--- config.mk ---
export PLATFORM = sky130hd
export DESIGN_NAME = mem_port_arbiter
export DESIGN_NICKNAME = d
export VERILOG_FILES = /design/src/rtl/mem_arb_pkg.sv /design/src/rtl/mem_arb_sat_counter.sv /design/src/rtl/mem_port_arbiter.sv
export SDC_FILE = /design/constraint.sdc
export NUM_CORES = 1
export LEC_CHECK = 0
export CAP_MARGIN = 20
export CORE_AREA = 2 2 648 650
export DETAILED_ROUTE_END_ITERATION = 10
export DIE_AREA = 0 0 650 652
export PLACE_DENSITY = 0.31
export SETUP_SLACK_MARGIN = 0.05
export SYNTH_ARGS = -nofsm -noshare
export SYNTH_HDL_FRONTEND = slang
export SYNTH_SLANG_ARGS = --single-unit
--- constraint.sdc ---
create_clock -name clk_i -period 5.89 [get_ports clk_i]
set_input_delay 1.767 -clock clk_i [delete_from_list [all_inputs] [get_ports clk_i]]
set_output_delay 1.767 -clock clk_i [all_outputs]
set_load 0.01 [all_outputs]
--- src/rtl/mem_arb_pkg.sv ---
// rtl/mem_arb_pkg.sv - shared types and defaults for the memory port arbiter
// Contents: arb_state_t (IDLE/OWN0/OWN1), port-id constants, default widths.
package mem_arb_pkg;

  typedef enum logic [1:0] {
    IDLE = 2'd0,
    OWN0 = 2'd1,
    OWN1 = 2'd2
  } arb_state_t;

  localparam logic PORT0 = 1'b0;
  localparam logic PORT1 = 1'b1;

  localparam int DEF_DATA_W = 256;
  localparam int DEF_ADDR_W = 32;
  localparam int DEF_CNT_W  = 16;

endpackage

--- src/rtl/mem_arb_sat_counter.sv ---
// rtl/mem_arb_sat_counter.sv - saturating grant counter
// Ports: clk_i clock; rst_i async active-low clear; inc_i increment request;
//        count_o current count, holds at all-ones.
module mem_arb_sat_counter #(
  parameter int CNT_W = 16
) (
  input  logic             clk_i,
  input  logic             rst_i,
  input  logic             inc_i,
  output logic [CNT_W-1:0] count_o
);

  always_ff @(posedge clk_i or negedge rst_i) begin
    if (!rst_i) begin
      count_o <= '0;
    end else if (inc_i && (count_o != '1)) begin
      count_o <= count_o + 1'b1;
    end
  end

endmodule

--- src/rtl/mem_port_arbiter.sv ---
// rtl/mem_port_arbiter.sv - shares one memory port between ifetch (m0) and dcache (m1)
// Ports: clk_i, rst_i (async active-low); m0_*/m1_* requester side
//        (enable/write/addr/data in, ack/data out); mem_* memory side;
//        grant_o one-hot owner; m0_grants_o/m1_grants_o saturating grant counts.
// Build option: ARB_ROUND_ROBIN_EN selects round-robin tie-break instead of
//        fixed priority to port 1.
module mem_port_arbiter
  import mem_arb_pkg::*;
#(
  parameter int DATA_W = DEF_DATA_W,
  parameter int ADDR_W = DEF_ADDR_W,
  parameter int CNT_W  = DEF_CNT_W
) (
  input  logic              clk_i,
  input  logic              rst_i,
  input  logic              m0_enable_i,
  input  logic              m0_write_i,
  input  logic [ADDR_W-1:0] m0_addr_i,
  input  logic [DATA_W-1:0] m0_data_i,
  output logic              m0_ack_o,
  output logic [DATA_W-1:0] m0_data_o,
  input  logic              m1_enable_i,
  input  logic              m1_write_i,
  input  logic [ADDR_W-1:0] m1_addr_i,
  input  logic [DATA_W-1:0] m1_data_i,
  output logic              m1_ack_o,
  output logic [DATA_W-1:0] m1_data_o,
  output logic              mem_enable_o,
  output logic              mem_write_o,
  output logic [ADDR_W-1:0] mem_addr_o,
  output logic [DATA_W-1:0] mem_data_o,
  input  logic [DATA_W-1:0] mem_data_i,
  input  logic              mem_ack_i,
  output logic [1:0]        grant_o,
  output logic [CNT_W-1:0]  m0_grants_o,
  output logic [CNT_W-1:0]  m1_grants_o
);

  arb_state_t state;
  logic       pick1;
  logic       inc0;
  logic       inc1;

`ifdef ARB_ROUND_ROBIN_EN
  logic last_grant;
  // On a tie the port that did not win last time takes the grant.
  assign pick1 = m1_enable_i && (!m0_enable_i || (last_grant == PORT0));
`else
  assign pick1 = m1_enable_i;
`endif

  assign inc1 = (state == IDLE) && pick1;
  assign inc0 = (state == IDLE) && m0_enable_i && !pick1;

  always_ff @(posedge clk_i or negedge rst_i) begin
    if (!rst_i) begin
      state   <= IDLE;
      grant_o <= 2'b00;
`ifdef ARB_ROUND_ROBIN_EN
      last_grant <= PORT0;
`endif
    end else begin
      case (state)
        IDLE: begin
          if (inc1) begin
            state   <= OWN1;
            grant_o <= 2'b10;
`ifdef ARB_ROUND_ROBIN_EN
            last_grant <= PORT1;
`endif
          end else if (inc0) begin
            state   <= OWN0;
            grant_o <= 2'b01;
`ifdef ARB_ROUND_ROBIN_EN
            last_grant <= PORT0;
`endif
          end
        end
        // Dropping enable always passes through IDLE, which gives the
        // memory a one-cycle enable-low gap before any new owner.
        OWN0: begin
          if (!m0_enable_i) begin
            state   <= IDLE;
            grant_o <= 2'b00;
          end
        end
        OWN1: begin
          if (!m1_enable_i) begin
            state   <= IDLE;
            grant_o <= 2'b00;
          end
        end
        default: begin
          state   <= IDLE;
          grant_o <= 2'b00;
        end
      endcase
    end
  end

  // Memory-side mux depends only on state and requester inputs, never on
  // mem_ack_i, so no ack-to-request loop exists.
  always_comb begin
    mem_enable_o = 1'b0;
    mem_write_o  = 1'b0;
    mem_addr_o   = '0;
    mem_data_o   = '0;
    m0_ack_o     = 1'b0;
    m1_ack_o     = 1'b0;
    case (state)
      OWN0: begin
        mem_enable_o = m0_enable_i;
        mem_write_o  = m0_write_i;
        mem_addr_o   = m0_addr_i;
        mem_data_o   = m0_data_i;
        m0_ack_o     = mem_ack_i;
      end
      OWN1: begin
        mem_enable_o = m1_enable_i;
        mem_write_o  = m1_write_i;
        mem_addr_o   = m1_addr_i;
        mem_data_o   = m1_data_i;
        m1_ack_o     = mem_ack_i;
      end
      default: begin
      end
    endcase
  end

  assign m0_data_o = mem_data_i;
  assign m1_data_o = mem_data_i;

  mem_arb_sat_counter #(.CNT_W(CNT_W)) u_cnt0 (
    .clk_i   (clk_i),
    .rst_i   (rst_i),
    .inc_i   (inc0),
    .count_o (m0_grants_o)
  );

  mem_arb_sat_counter #(.CNT_W(CNT_W)) u_cnt1 (
    .clk_i   (clk_i),
    .rst_i   (rst_i),
    .inc_i   (inc1),
    .count_o (m1_grants_o)
  );

endmodule

==> reports/results.ini <==
[outcome]
status=complete, no violations

[clocking]
clock_path_buffers=2
post_cts_buffers=0
numCtsBuffers=5
cts.sinks=34
htree_num_levels=2
clkLatencyLatePin_ns=0.28
post_cts_resized=0
postCtsHoldBufs=0
tritoncts=yes
cts_root_buffer=sky130_fd_sc_hd__clkbuf_16
worst_setup_hold_path_clk_slew_ns=0.05

[die]
start_util=0.0239
boundaryPins=1677
fp.dieArea_sq_mm=0.424
die_width_um=650
die_height_um=652
core_region_area_sq_mm=0.416
rows=237

[drt]
route.vias.total=13713
dr.pass1.iters=8
antenna_left=0
post_drt_wl_per_cell_um=40.0
viasPerCell=1.90
initialDrtViolationCount=1011
routed_wl_mm=289
route.detailed.drc=0

[timing]
total_neg_setup_slack_ns=0
hold_slack_ns=0.498
rsz0062_at_grt=no
tightestPinTransition_ns=0.886
setup_viol=0
hold_viol=0
clock_skew_ns=0.00879
min_period_over_period=0.896
slew_violations=0
achievable-frequency_mhz=190
min_period_ns=5.28
slew-limit-headroom=0.409

[setup_path]
crit_path_max_fanout=2
cp_common_cell=sky130_fd_sc_hd__clkdlybuf4s50_1
path_delay_family=buffers and inverters
critPathRequiredTime_ns=4.12
worst-endpoint-arrival_ns=3.51
critical_path.slowest_cell=sky130_fd_sc_hd__clkdlybuf4s50_1
end_kind=primary output
cp_cell_sequence=clkdlybuf4s50_1 > a22oi_1 > nor2b_1 > clkdlybuf4s50_1
timing.critical_path.buf_inv=2
critical_path.max_stage_delay_ns=0.92
startpoint_type=input port
path_class=in -> out

[placed_design]
buffer_ports.inserted=908
place.detailed.hpwl_mm=274
gp_congestion=0.999

[global_route]
grt_start_max_net_pins=95
grtUsageTotal=0.130
vias_in_the_first_global_route=12511
number_of_antenna_violations_at_the_first_check_in_global_routing=254
grt_overflow=0
grt_first_pass_wirelength_mm=319

[final_layout]
drive_above_1_share=0.0667
layout-area-overhead-vs-synth_pct=122
final_net_count=2524

[yosys]
synthesis.area_sq_mm=0.00995
syn_area_per_cell_sq_um=7.36
yosys.area.top_type=sky130_fd_sc_hd__buf_4
synth_seq_area_share=0.0855
synth_top_area_frac=0.386
synthDistinctLibCells=38
synth_enable_flop_cells=0
synth.top_cells.by_area=sky130_fd_sc_hd__buf_4 39%, sky130_fd_sc_hd__a22oi_1 22%, sky130_fd_sc_hd__nor2b_1 18%, sky130_fd_sc_hd__dfrtp_1 8.6%, sky130_fd_sc_hd__clkbuf_1 3.7%
ys_dominant_reg_cell=sky130_fd_sc_hd__dfrtp_1
yosys_register_bits=34
post_synthesis_net_count=2197
postSynth.asyncResetShare=1.00
synth-warning-count=0
synthCells=1352

[pwr]
static-leakage-power_nw=5.46
pwr_density_cell_mw_per_mm2=326
ir_drop_v=0.000249

[run]
max_cap_violations=0

[worst_hold_path]
classification_of_the_worst_slack_hold_path=reg -> reg

-- state kept, by name, summed over array words and instances, names as in the netlist --
| register | flops |
|---|---|
| state | 2 |
| u_cnt1.count_o | 16 |
| u_cnt0.count_o | 16 |
-- cell usage in the layout (no fill, tap or decap), drive strengths merged --
cell type	Yosys	final
a22o	1	1
o211ai	2	2
o21ai	3	3
and3b	1	1
xor2	9	9
ha	6	6
clkdlybuf4s50	0	837
dfrtp	34	34
xnor2	18	18
nor2b	290	290
nor4	2	2
nor2	12	12
buf	513	94
clkinv	0	1
nor4b	1	1
a41o	1	1
diode	0	34
and3	6	6
nand2b	2	2
a31oi	1	1
nand4b	2	2
clkbuf	98	7
or4	1	1
nor3	3	3
inv	9	9
mux2	4	4
nand4	14	14
nand3	9	9
a22oi	290	290
a2111o	1	1
a32o	1	1
nand2	9	9
and2	3	3
and4	3	3
a21oi	3	3
-- cells in the mapped netlist (all sizes together) (2+ instances only) --
library cell	n
dfrtp	34
nand2b	2
a21oi	3
and4	3
clkbuf	98
o21ai	3
nor2b	290
nor4	2
nand4b	2
ha	6
and3	6
and2	3
xnor2	18
a22oi	290
o211ai	2
nor2	12
buf	513
nand4	14
inv	9
nand2	9
mux2	4
xor2	9
nor3	3
nand3	9
-- through the flow --
step / total power, mW / cell area [sq um] / setup slack, ns / utilization / instances
after floorplan: 3.07 / 9950 / 1.94 / - / 1352
after global placement: 7.11 / 21800 / 0.622 / 0.0525 / 7169
after detailed placement: 7.12 / 21800 / 0.630 / 0.0525 / 7169
after CTS: 7.42 / 22000 / 0.627 / 0.0528 / 7177
after global routing: 7.66 / 22000 / 0.535 / 0.0529 / 7195
final: 7.18 / 22100 / 0.615 / 0.0530 / 7211
-- worst paths after layout --
kind | start | endpoint | slack [ns] | depth (start not counted)
hold reg to reg | u_cnt1.count_o[15] | u_cnt1.count_o[15] | 0.50 | 1
max in group asynchronous | rst_i | u_cnt0.count_o[2] | 3.72 | 1
setup / recovery | m1_data_i[66] | mem_data_o[66] | 0.61 | 4
min in group asynchronous | rst_i | u_cnt1.count_o[14] | 1.61 | 1
setup reg to reg | state[1] | state[1] | 3.58 | 6
hold / removal | u_cnt1.count_o[15] | u_cnt1.count_o[15] | 0.50 | 1
-- worst reg2reg max path, cell delays in order, from the launching register on --
cell	delay [ns]
sky130_fd_sc_hd__dfrtp_1	0.47
sky130_fd_sc_hd__inv_1	0.25
sky130_fd_sc_hd__ha_4	0.38
sky130_fd_sc_hd__buf_4	0.40
sky130_fd_sc_hd__a22oi_1	0.22
sky130_fd_sc_hd__a32o_1	0.24
sky130_fd_sc_hd__a22o_1	0.23
-- metal layers --
layer	vias up	track usage	share of wire
li1	4817	-	-
met1	6100	0.107	0.28
met2	2147	0.216	0.46
met3	561	0.132	0.22
met4	88	0.0272	0.033
met5	-	0.0162	0.0052
-- final cells by class --
| type | instances | area [sq um] |
|---|---|---|
| Antenna cell | 34 | 85.1 |
| Clock inverter | 1 | 5.00 |
| Fill cell | 49256 | 394000 |
| Multi-Input combinational cell | 698 | 4880 |
| Clock buffer | 7 | 143 |
| Inverter | 9 | 33.8 |
| Sequential cell | 34 | 851 |
| Tap cell | 5497 | 6880 |
| Timing Repair Buffer | 931 | 9190 |
-- where the power goes --
part	switching, mW	total, mW	internal (mW)	leakage, nW
clock	0.102	0.270	0.168	0.0741
combinational	4.02	6.56	2.55	4.93
sequential	0.0728	0.351	0.278	0.455
total	4.19	7.18	2.99	5.46
-- kinds of logic (layout without fill, tap and decap cells) --
kind of cell	Yosys count	in the layout	share of synthesized area
xor+xnor	27	27	0.0238
buf+inv	620	948	0.428
simple gates	358	358	0.221
flops	34	34	0.0855
compound gates	303	303	0.229
mux	4	4	0.00490
other cells	0	34	0
fa+ha+maj	6	6	0.00755
No activity file was read; power rests on OpenSTA's default activity.
